==> config.mk <==
export PLATFORM = sky130hd
export DESIGN_NAME = ps2_key_decoder
export DESIGN_NICKNAME = d
export VERILOG_FILES = /design/src/rtl/ps2_pkg.sv /design/src/rtl/ps2_frame_rx.sv /design/src/rtl/ps2_key_decoder.sv
export SDC_FILE = /design/constraint.sdc
export NUM_CORES = 1
export LEC_CHECK = 0
export CAP_MARGIN = 30
export CELL_PAD_IN_SITES_DETAIL_PLACEMENT = 1
export CELL_PAD_IN_SITES_GLOBAL_PLACEMENT = 1
export CORE_MARGIN = 2
export CORE_UTILIZATION = 43
export DETAILED_ROUTE_END_ITERATION = 12
export PLACE_DENSITY_LB_ADDON = 0.12
export SLEW_MARGIN = 30
export SYNTH_ARGS = -nofsm -noshare
export SYNTH_HDL_FRONTEND = slang
export SYNTH_SLANG_ARGS = --single-unit
==> constraint.sdc <==
create_clock -name clk -period 1.9 [get_ports clk]
set_input_delay 0.57 -clock clk [delete_from_list [all_inputs] [get_ports clk]]
set_output_delay 0.57 -clock clk [all_outputs]
set_load 0.05 [all_outputs]
==> src/rtl/ps2_pkg.sv <==
// Shared constants and types for the PS/2 keyboard input stage.
// Latency: n/a (declarations only).
// Backpressure: n/a.
package ps2_pkg;

    // Set-2 scan-code prefixes
    localparam logic [7:0] PS2_BREAK = 8'hF0;
    localparam logic [7:0] PS2_EXT   = 8'hE0;

    // Defaults: 4-sample glitch filter, 1 ms frame timeout at 50 MHz
    localparam int FILTER_DEF  = 4;
    localparam int TIMEOUT_DEF = 50000;

    typedef enum logic [1:0] {
        IDLE   = 2'd0,
        DATA   = 2'd1,
        PARITY = 2'd2,
        STOP   = 2'd3
    } frame_state_t;

endpackage

==> src/rtl/ps2_frame_rx.sv <==
// PS/2 bit layer: synchronize + filter the lines, deframe 11-bit frames, abort stalled frames.
// Latency: pin to edge detect 2 + FILTER cycles; byte_vld/frame_err are combinational on the stop/timeout cycle.
// Backpressure: none; byte_vld and frame_err are single-cycle strobes the consumer must take.
//
// Ports:
//   clk, reset_m         system clock, async active-low reset
//   ps2_clk, ps2_dat     raw PS/2 lines (asynchronous to clk)
//   byte_dat[7:0]        last deframed byte, valid while byte_vld is high
//   byte_vld             good frame received (stop=1, odd parity)
//   frame_err            parity error, stop-bit error or timeout
module ps2_frame_rx
    import ps2_pkg::*;
#(
    parameter int FILTER  = FILTER_DEF,
    parameter int TIMEOUT = TIMEOUT_DEF
) (
    input  logic       clk,
    input  logic       reset_m,
    input  logic       ps2_clk,
    input  logic       ps2_dat,
    output logic [7:0] byte_dat,
    output logic       byte_vld,
    output logic       frame_err
);

    localparam int FW = $clog2(FILTER + 1);

    // Index 0 = PS/2 clock, index 1 = PS/2 data
    logic [1:0]    sync1;
    logic [1:0]    sync2;
    logic [1:0]    filt;
    logic [FW-1:0] flt_cnt [2];
    logic          clk_prev;

    logic          fall;
    logic          dat;

    frame_state_t  state, state_n;
    logic [2:0]    bit_cnt, bit_cnt_n;
    logic [7:0]    shift, shift_n;
    logic          par_bit, par_bit_n;
    logic [15:0]   to_cnt;
    logic          timeout_hit;

    // Synchronizer and glitch filter; everything idles high like the bus.
    // A filtered level only changes after FILTER consecutive samples disagree with it.
    always_ff @(posedge clk or negedge reset_m) begin
        if (!reset_m) begin
            sync1    <= 2'b11;
            sync2    <= 2'b11;
            filt     <= 2'b11;
            clk_prev <= 1'b1;
            for (int i = 0; i < 2; i++) begin
                flt_cnt[i] <= '0;
            end
        end else begin
            sync1    <= {ps2_dat, ps2_clk};
            sync2    <= sync1;
            clk_prev <= filt[0];
            for (int i = 0; i < 2; i++) begin
                if (sync2[i] == filt[i]) begin
                    flt_cnt[i] <= '0;
                end else if (flt_cnt[i] == FW'(FILTER - 1)) begin
                    filt[i]    <= sync2[i];
                    flt_cnt[i] <= '0;
                end else begin
                    flt_cnt[i] <= flt_cnt[i] + 1'b1;
                end
            end
        end
    end

    assign fall = clk_prev & ~filt[0];
    assign dat  = filt[1];

    // An edge in the same cycle as the limit wins, so the abort requires !fall.
    assign timeout_hit = (state != IDLE) && !fall && (to_cnt == 16'(TIMEOUT - 1));

    always_ff @(posedge clk or negedge reset_m) begin
        if (!reset_m) begin
            state   <= IDLE;
            bit_cnt <= '0;
            shift   <= '0;
            par_bit <= 1'b0;
            to_cnt  <= '0;
        end else begin
            state   <= state_n;
            bit_cnt <= bit_cnt_n;
            shift   <= shift_n;
            par_bit <= par_bit_n;
            if (fall || state_n == IDLE) begin
                to_cnt <= '0;
            end else begin
                to_cnt <= to_cnt + 16'd1;
            end
        end
    end

    always_comb begin
        state_n   = state;
        bit_cnt_n = bit_cnt;
        shift_n   = shift;
        par_bit_n = par_bit;
        byte_vld  = 1'b0;
        frame_err = 1'b0;

        if (timeout_hit) begin
            state_n   = IDLE;
            frame_err = 1'b1;
        end else if (fall) begin
            unique case (state)
                IDLE: begin
                    // A high data line here is not a start bit; ignore it silently
                    if (!dat) begin
                        state_n   = DATA;
                        bit_cnt_n = '0;
                    end
                end
                DATA: begin
                    shift_n   = {dat, shift[7:1]};
                    bit_cnt_n = bit_cnt + 3'd1;
                    if (bit_cnt == 3'd7) begin
                        state_n = PARITY;
                    end
                end
                PARITY: begin
                    par_bit_n = dat;
                    state_n   = STOP;
                end
                STOP: begin
                    if (dat && (^{shift, par_bit})) begin
                        byte_vld = 1'b1;
                    end else begin
                        frame_err = 1'b1;
                    end
                    state_n = IDLE;
                end
                default: state_n = IDLE;
            endcase
        end
    end

    assign byte_dat = shift;

endmodule

==> src/rtl/ps2_key_decoder.sv <==
// PS/2 set-2 key decoder: one strobe per new key press; break, extended and typematic codes dropped.
// Latency: oKeyboard_data_en one clk after the stop-bit edge is detected.
// Backpressure: none; the consumer must sample on the strobe.
//
// Ports:
//   clk, reset_m           50 MHz system clock, async active-low reset
//   ps2_clk, ps2_dat       raw PS/2 lines
//   oKeyboard_data[7:0]    make code of newest press, held between strobes
//   oKeyboard_data_en      single-cycle valid strobe
//   oFrame_err             single-cycle parity/stop/timeout error strobe
module ps2_key_decoder
    import ps2_pkg::*;
#(
    parameter int FILTER  = FILTER_DEF,
    parameter int TIMEOUT = TIMEOUT_DEF
) (
    input  logic       clk,
    input  logic       reset_m,
    input  logic       ps2_clk,
    input  logic       ps2_dat,
    output logic [7:0] oKeyboard_data,
    output logic       oKeyboard_data_en,
    output logic       oFrame_err
);

    logic [7:0] rx_dat;
    logic       rx_vld;
    logic       rx_err;

    logic       brk;
    logic       ext;
    logic [7:0] last_make;

    ps2_frame_rx #(
        .FILTER  (FILTER),
        .TIMEOUT (TIMEOUT)
    ) u_rx (
        .clk       (clk),
        .reset_m   (reset_m),
        .ps2_clk   (ps2_clk),
        .ps2_dat   (ps2_dat),
        .byte_dat  (rx_dat),
        .byte_vld  (rx_vld),
        .frame_err (rx_err)
    );

    // rx_vld and rx_err are mutually exclusive, so the strobes never overlap.
    always_ff @(posedge clk or negedge reset_m) begin
        if (!reset_m) begin
            brk               <= 1'b0;
            ext               <= 1'b0;
            last_make         <= '0;
            oKeyboard_data    <= '0;
            oKeyboard_data_en <= 1'b0;
            oFrame_err        <= 1'b0;
        end else begin
            oKeyboard_data_en <= 1'b0;
            oFrame_err        <= 1'b0;
            if (rx_err) begin
                // Prefix context is lost with the frame; last_make survives so a
                // held key does not re-trigger after a glitch.
                oFrame_err <= 1'b1;
                brk        <= 1'b0;
                ext        <= 1'b0;
            end else if (rx_vld) begin
                if (rx_dat == PS2_BREAK) begin
                    brk <= 1'b1;
                end else if (rx_dat == PS2_EXT) begin
                    ext <= 1'b1;
                end else if (brk) begin
                    // Release of the held key re-arms it for the next press
                    if (rx_dat == last_make) begin
                        last_make <= '0;
                    end
                    brk <= 1'b0;
                    ext <= 1'b0;
                end else if (ext) begin
                    ext <= 1'b0;
                end else if (rx_dat != last_make) begin
                    last_make         <= rx_dat;
                    oKeyboard_data    <= rx_dat;
                    oKeyboard_data_en <= 1'b1;
                end
            end
        end
    end

endmodule

; ---- Word level (Yosys, flattened, before mapping)
; Index checks and enable logic that the tools add are counted.
[totals]
word_cells = 111
out_inout_bits = 10
register_bits = 63
[classes]
mux = 40
n_reduce_logical = 21
add_sub_neg = 4
eq_ne = 18
bitwise = 10
[op_table]
columns = cell, n
row1 = 8-bit two-way mux, 4
row2 = 1-bit two-way mux, 24
row3 = "16-bit by 1-bit adder with 16-bit output, second input constant", 1
row4 = "16-bit == test, second input constant", 1
row5 = "8-bit == test, second input constant", 2
row6 = 16-bit two-way mux, 1
row7 = 3-bit two-way mux, 5
row8 = 7-bit AND reduction, 2
row9 = "3-bit by 1-bit adder with 3-bit output, second input constant", 3
row10 = 1-bit inverter, 9
row11 = 9-bit parity, 1
row12 = 8-bit == test, 1
row13 = 2-bit two-way mux, 4
row14 = 8-bit != test, 1
row15 = 2-bit one-hot mux with 4 select lines, 1
row16 = 2-bit AND reduction, 4
row17 = 2-bit nonzero test, 4
row18 = "3-bit by 2-bit == test with 1-bit output, second input constant", 2
row19 = "2-bit != test, second input constant", 3
row20 = 3-bit one-hot mux with 2 select lines, 1
row21 = 3-bit AND reduction, 2
row22 = "2-bit == test, second input constant", 2
row23 = 2-bit logical NOT, 2
row24 = 4-bit AND reduction, 1
row25 = 9 further kinds, 12

; ---- Logic depth before layout (Yosys ltp)
; Gate-level depths: netlist (run 1).
[logic_depth]
depth_word = 9
ltp_mapped = 6
depth_no_buf = 6

; ---- Modules after synthesis
; From an unflattened synthesis (run 1), not the netlist that was laid out.
[hier_totals]
hier_cells = 247
area_unflattened_um2 = 2911.5
[modules_own_cells]
columns = mod, seq_area_each_um2, area_each_um2, cells_each, instances
row1 = ps2_frame_rx, 1084.8, 1963.1, 169, 1
row2 = ps2_key_decoder, 500.5, 948.4, 78, 1

; ---- Worst setup path before layout (run 1)
; OpenSTA, ideal clock, no wires.
[synth_timing]
path_kind = register to register
start = register u_rx.shift[2], in the netlist u_rx.byte_dat[2]
end = register oKeyboard_data[0]
slack_ps = -176
arrival_ps = 1952
setup_ps = 125
path_stages_with_launch = 6
path_cell_list = dfrtp_1 > or4b_2 > nor4_1 > nor2_1 > nand4_4 > mux2_2
[synth_via]
elab_chain_len = 8
[synth_lines]
columns = element, line
row1 = from (decl), ps2_frame_rx.sv:40  ; logic [7:0] shift, shift_n;
row2 = from (signal assigned), ps2_frame_rx.sv:89  ; shift <= shift_n;
row3 = 9-bit parity, ps2_frame_rx.sv:131  ; if (dat && (^{shift, par_bit})) begin
row4 = 1-bit logical AND, ps2_frame_rx.sv:131
row5 = 1-bit two-way mux, ps2_frame_rx.sv:131
row6 = 1-bit two-way mux, ps2_frame_rx.sv:111  ; unique case (state)
row7 = 1-bit two-way mux, ps2_frame_rx.sv:110  ; end else if (fall) begin
row8 = 1-bit two-way mux, ps2_frame_rx.sv:107  ; if (timeout_hit) begin
row9 = 1-bit inverter (no line), -
row10 = 7-bit AND reduction (no line) *, -
row11 = to (signal assigned), ps2_key_decoder.sv:81  ; oKeyboard_data <= rx_dat;
row12 = to (decl), ps2_key_decoder.sv:21  ; output logic [7:0] oKeyboard_data,
; Mark *: on every way between the ends. The rest lies on a longest branch, timed or not.
; A chain may end at the register's enable or synchronous reset.

; ---- Worst setup path in the final report (run 1)
; Same ends and word-level chain as after synthesis.

==> flow_metrics.tcl, run 1 <==
set metrics [dict create \
    tns_ns -1.77 \
    htree_levels 3 \
    ir_drop_mv 0.698 \
    endpoint "oKeyboard_data[0]" \
    clock_latency_ns 0.33 \
    seqPwrFrac_pct 39.3 \
    drt_iter0_markers 89 \
    max_freq_mhz 492 \
    fillers 657 \
    drv_slew 0 \
    ant_nets 0 \
    pin_count 14 \
    end_kind "flip-flop" \
    drv_cap 0 \
    reg2reg_from "u_rx.byte_dat[2]" \
    grt.total_usage_pct 18.8 \
    first_pass_iters 4 \
    diodes 0 \
    rsz0062_at_grt "true" \
    violations "negative setup slack" \
    synth_edf_count 0 \
    drive_gt1_share_pct 31.1 \
    synth_nets 257 \
    holdBufCountCts 0 \
    final.period_utilization_pct 107 \
    clockPowerShare_pct 21.6 \
    dominantRegCellSynth "dfrtp_1" \
    hold_viol_final 0 \
    finalSetupViolCount 19 \
    synthDistinctLibCells 40 \
    finish.utilization_pct 55.6 \
    vias_per_cell 5.25 \
    placedInstanceArea_um2 3180 \
    p_int_mw 2.91 \
    die_h_um 84.8 \
    dieWidth_um 84.8 \
    dpl.hpwl_um 4070 \
    worstSetupStartpointType "flip-flop" \
    grt_max_degree 64 \
    finClkSkew_ns 0.0102 \
    vias 1988 \
    ff2ff_path_depth 5 \
    power.density_nw_per_um2 1280 \
    start_util_pct 44.2 \
    syn_inst 248 \
    switching_share_pct 35.4 \
    cp_slowest_stage_delay_ns 0.49 \
    cts_tree "done" \
    cts_buffer_depth 2 \
    worst_slack_ns -0.131 \
    nNetsFinal 306 \
    leakage_nw 1.66 \
    grt_pass1_vias 2106 \
    crit_path_cell_trace "xor2_1 > xnor3_2 > xnor2_4 > nand4_4 > mux2_4" \
    core_um2 6350 \
    worstMarginPinSlew_ns 0.531 \
    final_area_um2 3530 \
    reg2reg_to "oKeyboard_data[0]" \
    syn_to_final_growth_pct 25.6 \
    hold_class "in -> async" \
    die-area_um2 7200 \
    synth_seq_cells 63 \
    cts_buffers 9 \
    synth_area_um2 2810 \
    ys_seq_area_share_pct 56.4 \
    r2r_setup_slack_ns -0.13 \
    grt_remaining_overflow 0 \
    antenna_found_initial 0 \
    synthArstFlopShare_pct 100 \
    syn_avg_cell_area_um2 11.3 \
    portBuffers 13 \
    root_buffer "clkbuf_8" \
    grt_pass1_wl_um 10600 \
    clkTransAtPathRegs_ns 0.07 \
    cpMaxStageDelayCell "xnor3_2" \
    finalPower_mw 4.51 \
    critPathMaxFanout 5 \
    gp_congestion 0.723 \
    relSlewSlack_pct 64.3 \
    wl_per_cell_um 16.0 \
    row_count 29 \
    min_period_ns 2.03 \
    drc_errors 0 \
    combPwrFrac_pct 39.0 \
    yosys_warnings 0 \
    cts.sinks 63 \
    crit_path_start "u_rx.byte_dat[2]" \
    status "finished with violations" \
    crit_arrival_ns 2.24 \
    wl_um 6060 \
    p_sw_mw 1.59 \
    crit_type "reg -> reg" \
    worst-endpoint-required_ns 2.11 \
]
-- worst min path at each step --
stage | start | end | cells after the start
2_1_floorplan | reset_m | brk | 0
3_3_place_gp | u_rx.sync1[0] | u_rx.sync2[0] | 0
3_5_place_dp | u_rx.sync1[1] | u_rx.sync2[1] | 0
4_1_cts | reset_m | u_rx.to_cnt[12] | 2
5_1_grt | reset_m | u_rx.to_cnt[12] | 2
6_report | reset_m | u_rx.to_cnt[12] | 2
-- timing repair --
action	4_1_cts	5_1_grt
setup endpoints to repair	18	23
buffers inserted	5	4
hold endpoints to repair	0	0
resized for setup	15	9
cloned	1	0
pin swaps	4	2
-- metal layers --
layer	up-vias	wire length, um	global-route usage (%)
li1	963	-	-
met1	991	2930	25.9
met2	25	2860	28.8
met3	9	199	4.86
met4	0	74	7.22
met5	-	0	0
-- registers in the layout (all words and copies together), names as in the netlist --
register,flops
brk,1
ext,1
last_make,8
oFrame_err,1
oKeyboard_data,8
oKeyboard_data_en,1
u_rx.bit_cnt,3
u_rx.byte_dat,8
u_rx.clk_prev,1
u_rx.filt,2
u_rx.flt_cnt,6
u_rx.par_bit,1
u_rx.state,2
u_rx.sync1,2
u_rx.sync2,2
u_rx.to_cnt,16
-- synth_stat cells, types with 4 or more instances --
| library cell | number | area, um^2 |
|---|---|---|
| dfrtp_1 | 56 | 1400 |
| inv_1 | 21 | 78.8 |
| nor2_1 | 18 | 67.6 |
| o21ai_0 | 16 | 80.1 |
| xor2_1 | 15 | 131 |
| nand2_1 | 14 | 52.6 |
| mux2_2 | 11 | 124 |
| xnor2_1 | 10 | 87.6 |
| o22ai_1 | 8 | 50.1 |
| dfstp_2 | 7 | 184 |
| a21oi_1 | 5 | 25.0 |
| ha_1 | 5 | 62.6 |
| nand4_1 | 5 | 31.3 |
| nor3_1 | 5 | 25.0 |
| and2_1 | 4 | 25.0 |
| clkbuf_1 | 4 | 15.0 |
| nand3_1 | 4 | 20.0 |
| nor2b_1 | 4 | 25.0 |
| or3_1 | 4 | 25.0 |
-- cell type report --
type,instances,area (um^2),share of cell area (%)
sequential,63,1590,45.0
multi-input combinational,160,1260,35.7
timing repair buffer,42,342,9.68
clock buffer,14,153,4.33
tap,77,96.3,2.73
inverter,21,78.8,2.23
clock inverter,2,10.0,0.284
-- through the flow --
step / worst slack, ns / instances / hold slack [ns]
2_1_floorplan: -0.0378 / 248 / 0.274
6_report: -0.131 / 379 / 0.234
4_1_cts: -0.117 / 376 / 0.245
5_1_grt: -0.231 / 379 / 0.256
3_3_place_gp: -0.0849 / 354 / 0.346
3_5_place_dp: -0.147 / 354 / 0.347
-- logic make-up after synthesis --
| group | after synthesis | synth area share (%) |
|---|---|---|
| buffers and inverters | 26 | 3.52 |
| AOI/OAI and AO/OA | 39 | 8.46 |
| DFF | 63 | 56.4 |
| adders and majority gates | 5 | 2.23 |
| and+or+nand+nor | 77 | 15.3 |
| xor gates and xnor gates | 27 | 9.62 |
| muxes | 11 | 4.41 |
-- cell usage in the layout (no fill, tap or decap), drive strengths merged, types with 5 or more instances in the layout --
| cell | n |
|---|---|
| xnor2 | 11 |
| nand4 | 7 |
| a21oi | 5 |
| nor2 | 18 |
| inv | 21 |
| o22ai | 8 |
| dfrtp | 56 |
| buf | 40 |
| nor3 | 5 |
| o21ai | 16 |
| ha | 5 |
| dfstp | 7 |
| xor2 | 15 |
| nand2 | 14 |
| clkbuf | 14 |
| mux2 | 11 |
-- critical path: cells and delay by family (launching register included) --
family / cells / cell delay [ns]
XOR/XNOR: 3 / 0.93
flip-flops: 1 / 0.43
multiplexers: 1 / 0.34
AND/OR/NAND/NOR: 1 / 0.20
-- power groups by stage --
stage	Combinational, mW	Clock, mW	Sequential, mW
2_1_floorplan	0.993	0	1.70
3_3_place_gp	1.39	0	1.76
3_5_place_dp	1.43	0	1.78
4_1_cts	1.63	1.02	1.77
5_1_grt	1.90	1.06	1.80
6_report	1.76	0.974	1.77
(Power assumes the default switching activity.)
==> run 2: changes to the inputs <==
--- a/config.mk
+++ b/config.mk
@@ -8,7 +8,7 @@
 export CAP_MARGIN = 30
 export CELL_PAD_IN_SITES_DETAIL_PLACEMENT = 1
 export CELL_PAD_IN_SITES_GLOBAL_PLACEMENT = 1
-export CORE_MARGIN = 2
+export CORE_MARGIN = 4
 export CORE_UTILIZATION = 43
 export DETAILED_ROUTE_END_ITERATION = 12
 export PLACE_DENSITY_LB_ADDON = 0.12
==> run 2 against run 1 <==
The flow still finishes with violations (negative setup slack). Register-to-register slack about the same. Power down 0.11%. Global-route usage shrank 1.4 points. Combinational power shrank 7%. Critical path depth did not move. Critical path type unchanged. Critical endpoint is now oKeyboard_data[1]. Largest power group unchanged.
==> flow_metrics.tcl, run 2 (synthesis gave the netlist of run 1 again) <==
set metrics [dict create \
    rsz0062_at_grt "true" \
    start_util_pct 44.2 \
    grt_pass1_wl_um 10200 \
    crit_arrival_ns 2.27 \
    ant_nets 0 \
    pin_count 14 \
    hold_viol_final 0 \
    finalPower_mw 4.50 \
    syn_to_final_growth_pct 24.9 \
    diodes 0 \
    seq_area_um2 1590 \
    critPathMaxFanout 5 \
    cts_tree "done" \
    wl_per_cell_um 16.7 \
    violations "negative setup slack" \
    leakage_nw 1.66 \
    pre_cts_slack_ns -0.164 \
    fillers 673 \
    cpMaxStageDelayCell "xnor3_2" \
    clock_latency_ns 0.34 \
    clkTransAtPathRegs_ns 0.07 \
    worstMarginPinSlew_ns 0.569 \
    max_freq_mhz 490 \
    final_area_um2 3510 \
    finalSetupViolCount 17 \
    finClkSkew_ns 0.00527 \
    end_kind "flip-flop" \
    min_period_ns 2.04 \
    wl_um 6230 \
    status "finished with violations" \
    nNetsFinal 300 \
    cts_buffer_depth 2 \
    layout_commonest_cell "dfrtp_1" \
    final.period_utilization_pct 107 \
    core_um2 6350 \
    crit_path_cell_trace "xor2_1 > xnor3_2 > xnor2_4 > nand4_4 > mux2_4" \
    vias 1987 \
    r2r_setup_slack_ns -0.14 \
    drv_slew 0 \
    placedInstanceArea_um2 3160 \
    grt_pass1_vias 2065 \
    grt_remaining_overflow 0 \
    cts.sinks 63 \
    reg2reg_from "u_rx.byte_dat[3]" \
    worstSetupStartpointType "flip-flop" \
    drv_cap 0 \
    root_buffer "clkbuf_8" \
    holdBufCountCts 0 \
    drc_errors 0 \
    power.density_nw_per_um2 1280 \
    worst-endpoint-required_ns 2.13 \
    reg2reg_to "oKeyboard_data[1]" \
    regMostFlops "u_rx.to_cnt" \
    drive_gt1_share_pct 30.4 \
    antenna_found_initial 0 \
    final_cell_mix "dfrtp_1 (54), buf_4 (30), inv_1 (21)" \
    dpl.hpwl_um 3900 \
    gp_congestion 0.756 \
    dieWidth_um 88.8 \
    grt.total_usage_pct 17.4 \
    htree_levels 3 \
    portBuffers 13 \
    die-area_um2 7890 \
    relSlewSlack_pct 62.0 \
    hold_class "in -> async" \
    worst_slack_ns -0.142 \
    die_h_um 88.8 \
    grt_max_degree 64 \
    cts_buffers 9 \
    drt_iter0_markers 82 \
    multi_input_area_um2 1270 \
    ff2ff_path_depth 5 \
    cp_slowest_stage_delay_ns 0.49 \
    vias_per_cell 5.33 \
    largest_reg_flops 16 \
    row_count 29 \
    first_pass_iters 4 \
    crit_type "reg -> reg" \
    ir_drop_mv 0.764 \
]
==> run 2: cell count changes in the layout (fill, tap and decap cells not counted), moves of 2 or more <==
cell,before,now
clkbuf_1,4,2
o22ai_1,3,1
buf_4,35,30
mux2_2,9,7
clkinv_2,2,4
mux2_4,2,4
o22ai_2,5,7
==> run 2: worst max path at each step <==
| stage | from | to | slack [ns] | cells past startpoint |
|---|---|---|---|---|
| after global placement | u_rx.byte_dat[0] | oKeyboard_data[4] | -0.09 | 5 |
| after global routing | u_rx.byte_dat[1] | oKeyboard_data[2] | -0.22 | 5 |
| after detailed placement | u_rx.byte_dat[0] | oKeyboard_data[3] | -0.16 | 5 |
| after floorplan | u_rx.byte_dat[0] | oKeyboard_data[0] | -0.04 | 5 |
| final | u_rx.byte_dat[3] | oKeyboard_data[1] | -0.14 | 5 |
| after CTS | u_rx.byte_dat[0] | oKeyboard_data[3] | -0.10 | 5 |
==> run 2: worst max-delay path: cells and delay by family (launching register included) <==
family | cells | cell delay [ns]
xor+xnor | 3 | 0.96
flops | 1 | 0.43
mux | 1 | 0.35
simple gates | 1 | 0.20
==> run 2: where the power goes <==
part           switching, mW  internal, mW
clock                  0.500         0.597
sequential             0.215          1.55
combinational          0.858         0.777
==> run 2: layout make-up <==
cell class / count / area share [%]
Multi-Input combinational cell: 160 / 36.3
Inverter: 21 / 2.25
Sequential cell: 63 / 45.2
Clock buffer: 11 / 3.74
Clock inverter: 5 / 1.43
Timing Repair Buffer: 36 / 8.34
Tap cell: 77 / 2.75
==> run 2: repair_timing <==
item                       4_1_cts  5_1_grt
resized for setup               11       13
setup endpoints to repair       17       31
setup buffers                    2        2
hold endpoints to repair         0        0
pin swaps                        4        2
gates cloned                     1        0
==> run 2: metrics by stage <==
step / setup TNS [ns] / util, % / hold WS (ns) / instances
floorplan: -0.302 / - / 0.274 / 248
global placement: -0.772 / 49.8 / 0.346 / 352
detailed placement: -1.75 / 49.8 / 0.348 / 352
CTS: -1.34 / 54.0 / 0.226 / 371
global route: -3.11 / 55.3 / 0.246 / 373
finish: -1.80 / 55.3 / 0.221 / 373
==> run 2: per-layer routing <==
metal	vias up	routed length (um)	GRT usage [%]
met1	1003	2800	22.2
met5	-	0	0
met2	27	3080	27.2
li1	944	-	-
met4	0	136	7.01
met3	13	214	5.96
==> run 3: changes to the inputs <==
--- a/config.mk
+++ b/config.mk
@@ -5,11 +5,12 @@
 export SDC_FILE = /design/constraint.sdc
 export NUM_CORES = 1
 export LEC_CHECK = 0
+export ABC_AREA = 1
 export CAP_MARGIN = 30
 export CELL_PAD_IN_SITES_DETAIL_PLACEMENT = 1
 export CELL_PAD_IN_SITES_GLOBAL_PLACEMENT = 1
 export CORE_MARGIN = 4
-export CORE_UTILIZATION = 43
+export CORE_UTILIZATION = 41
 export DETAILED_ROUTE_END_ITERATION = 12
 export PLACE_DENSITY_LB_ADDON = 0.12
 export SLEW_MARGIN = 30
==> run 3 against run 2 <==
The flow now finishes without violations. Sequential share of layout area decreased by 4.2 points. First-iteration DRC count decreased by 28%. Final cell count increased by 47%. Global-route usage increased by 1.6 points. Sequential power increased by 11%. Clock skew increased by 0.0071 ns. Via count increased by 38%. Highest routed layer unchanged.
==> flow_metrics.tcl, run 3 <==
set metrics [dict create \
    critPathMaxFanout 8 \
    final.period_utilization_pct 93.7 \
    layout_commonest_cell "nand2_1" \
    wl_um 8150 \
    cts_buffers 9 \
    final_cell_mix "nand2_1 (118), dfrtp_1 (55), inv_1 (46)" \
    dominantRegCellSynth "dfrtp_1" \
    placedInstanceArea_um2 3540 \
    synth_seq_cells 63 \
    min_period_ns 1.78 \
    yosysTopAreaCell "dfrtp_1" \
    finalSetupViolCount 0 \
    gp_congestion 0.841 \
    finClkSkew_ns 0.0123 \
    synth_area_um2 3220 \
    worst-endpoint-required_ns 2.14 \
    pre_cts_slack_ns 0.0510 \
    pin_count 14 \
    ir_drop_mv 0.523 \
    reg2reg_to "last_make[0]" \
    portBuffers 13 \
    power.density_nw_per_um2 1580 \
    grt_pass1_vias 2912 \
    critPathTopFamily "simple AND/OR/NAND/NOR gates" \
    worstSetupStartpointType "flip-flop" \
    grt.total_usage_pct 19.0 \
    ys_seq_area_share_pct 49.3 \
    drv_cap 0 \
    multi_input_area_um2 1430 \
    hold_class "in -> async" \
    yosysMostFrequentCell "nand2_1" \
    synth_area_leaders "dfrtp_1 (44%), nand2_1 (14%), dfstp_2 (5.7%)" \
    synthArstFlopShare_pct 100 \
    regMostFlops "u_rx.to_cnt" \
    antenna_found_initial 0 \
    drv_slew 0 \
    finalPower_mw 6.12 \
    final_area_um2 3860 \
    ys_top_cells_by_count "nand2_1 (119), dfrtp_1 (56), inv_1 (46)" \
    seq_area_um2 1590 \
    die-area_um2 9330 \
    reg2reg_from "u_rx.byte_dat[7]" \
    crit_arrival_ns 2.02 \
    vias_per_cell 5.02 \
    synth_nets 411 \
    ff2ff_path_depth 11 \
    grt_remaining_overflow 0 \
    max_freq_mhz 562 \
    die_h_um 96.6 \
    ant_nets 0 \
    start_util_pct 41.9 \
    crit_type "reg -> reg" \
    cp_slowest_stage_delay_ns 0.47 \
    core_um2 7690 \
    htree_levels 3 \
    drc_errors 0 \
    relSlewSlack_pct 64.5 \
    crit_path_cell_trace "inv_2 > nand3_1 > nand2_1 > nand2_1 > nand3_2 > nand2_2 > nor2_4 > buf_12 > nand3_4 > nand2_1 > nand2_1" \
    synth_edf_count 0 \
    cpMaxStageDelayCell "dfrtp_1" \
    syn_avg_cell_area_um2 8.01 \
    cts_buffer_depth 2 \
    fillers 964 \
    grt_pass1_wl_um 13500 \
    cts.sinks 63 \
    grt_max_degree 64 \
    r2r_setup_slack_ns 0.12 \
    hold_viol_final 0 \
    first_pass_iters 4 \
    end_kind "flip-flop" \
    clkTransAtPathRegs_ns 0.08 \
    path_common_cell "nand2_1" \
    row_count 32 \
    status "complete, no violations" \
    clock_latency_ns 0.35 \
    dieWidth_um 96.6 \
    cp.depth 11 \
    yosys_warnings 0 \
    worstMarginPinSlew_ns 0.531 \
    root_buffer "clkbuf_8" \
    drive_gt1_share_pct 19.8 \
    finish.utilization_pct 50.3 \
    nNetsFinal 449 \
    syn_inst 402 \
    worst_slack_ns 0.119 \
    synthDistinctLibCells 34 \
    vias 2744 \
    leakage_nw 1.88 \
    rsz0062_at_grt "true" \
    dpl.hpwl_um 5830 \
    largest_reg_flops 16 \
    syn_to_final_growth_pct 20.1 \
    cts_tree "done" \
    path_buf_inv 2 \
    diodes 0 \
    synth.top_cell.area_share_pct 43.5 \
    drt_iter0_markers 59 \
    wl_per_cell_um 14.9 \
]
[run 3: cell types whose count changed after synthesis, moves of 11 or more]
cell	change
inv_1	+25
mux2_2	-11
nand2_1	+105
nand4_1	+21
nor2_1	+25
xor2_1	-12
[run 3: cell families after synthesis]
group                    Yosys count  share of synthesized area, %
AND/OR/NAND/NOR                  241                          34.7
buffers and inverters             61                          7.66
XOR/XNOR                           7                          1.91
AO/OA/AOI/OAI                     25                          4.55
flip-flops                        63                          49.3
adder cells (fa/ha/maj)            5                          1.94
[run 3: what timing repair did]
action                     in CTS  in global routing
setup buffers                   0                  4
gates resized for setup         0                 14
setup endpoints to repair       0                 23
hold buffers                    0                  0
[run 3: worst max-delay path by stage]
stage                     startpoint         endpoint  slack (ns)
floorplan            u_rx.bit_cnt[0]  u_rx.to_cnt[11]        0.17
global placement      u_rx.to_cnt[0]     last_make[1]        0.12
detailed placement    u_rx.to_cnt[0]     last_make[3]        0.05
CTS                   u_rx.to_cnt[0]     last_make[0]        0.02
global route          u_rx.to_cnt[2]  u_rx.to_cnt[11]       -0.03
finish              u_rx.byte_dat[7]     last_make[0]        0.12
[run 3: worst reg2reg max path: stages, from the launching register on]
cell     delay, ns
dfrtp_1       0.47
inv_2         0.15
nand3_1       0.13
nand2_1       0.10
nand2_1       0.10
nand3_2       0.09
nand2_2       0.07
nor2_4        0.14
buf_12        0.14
nand3_4       0.12
nand2_1       0.11
nand2_1       0.06
[run 3: area by class of cell]
| cell class | count | area share, % |
|---|---|---|
| clock inverter | 7 | 2.53 |
| timing repair buffer | 32 | 7.45 |
| inverter | 55 | 5.34 |
| multi-input combinational | 279 | 37.1 |
| tap | 102 | 3.30 |
| clock buffer | 9 | 3.21 |
| sequential | 63 | 41.1 |
[run 3: through the flow]
stage          TNS [ns]  hold slack [ns]  cells
2_1_floorplan         0            0.274    402
4_1_cts               0            0.231    542
5_1_grt          -0.144            0.238    547
6_report              0            0.208    547
3_5_place_dp          0            0.351    526
3_3_place_gp          0            0.346    526
[run 3: routing by layer]
| metal | vias to the layer above | wire length [um] | track usage (%) |
|---|---|---|---|
| li1 | 1367 | - | - |
| met1 | 1349 | 3540 | 21.1 |
| met2 | 18 | 4330 | 35.6 |
| met3 | 10 | 149 | 3.80 |
| met4 | 0 | 121 | 6.66 |
| met5 | - | 0 | 0 |
[run 3: where the power goes]
group          leakage (nW)  internal [mW]  total, mW  switching, mW
clock                 0.105          0.740       1.31          0.567
combinational         0.949           1.04       2.85           1.81
sequential            0.830           1.67       1.96          0.286
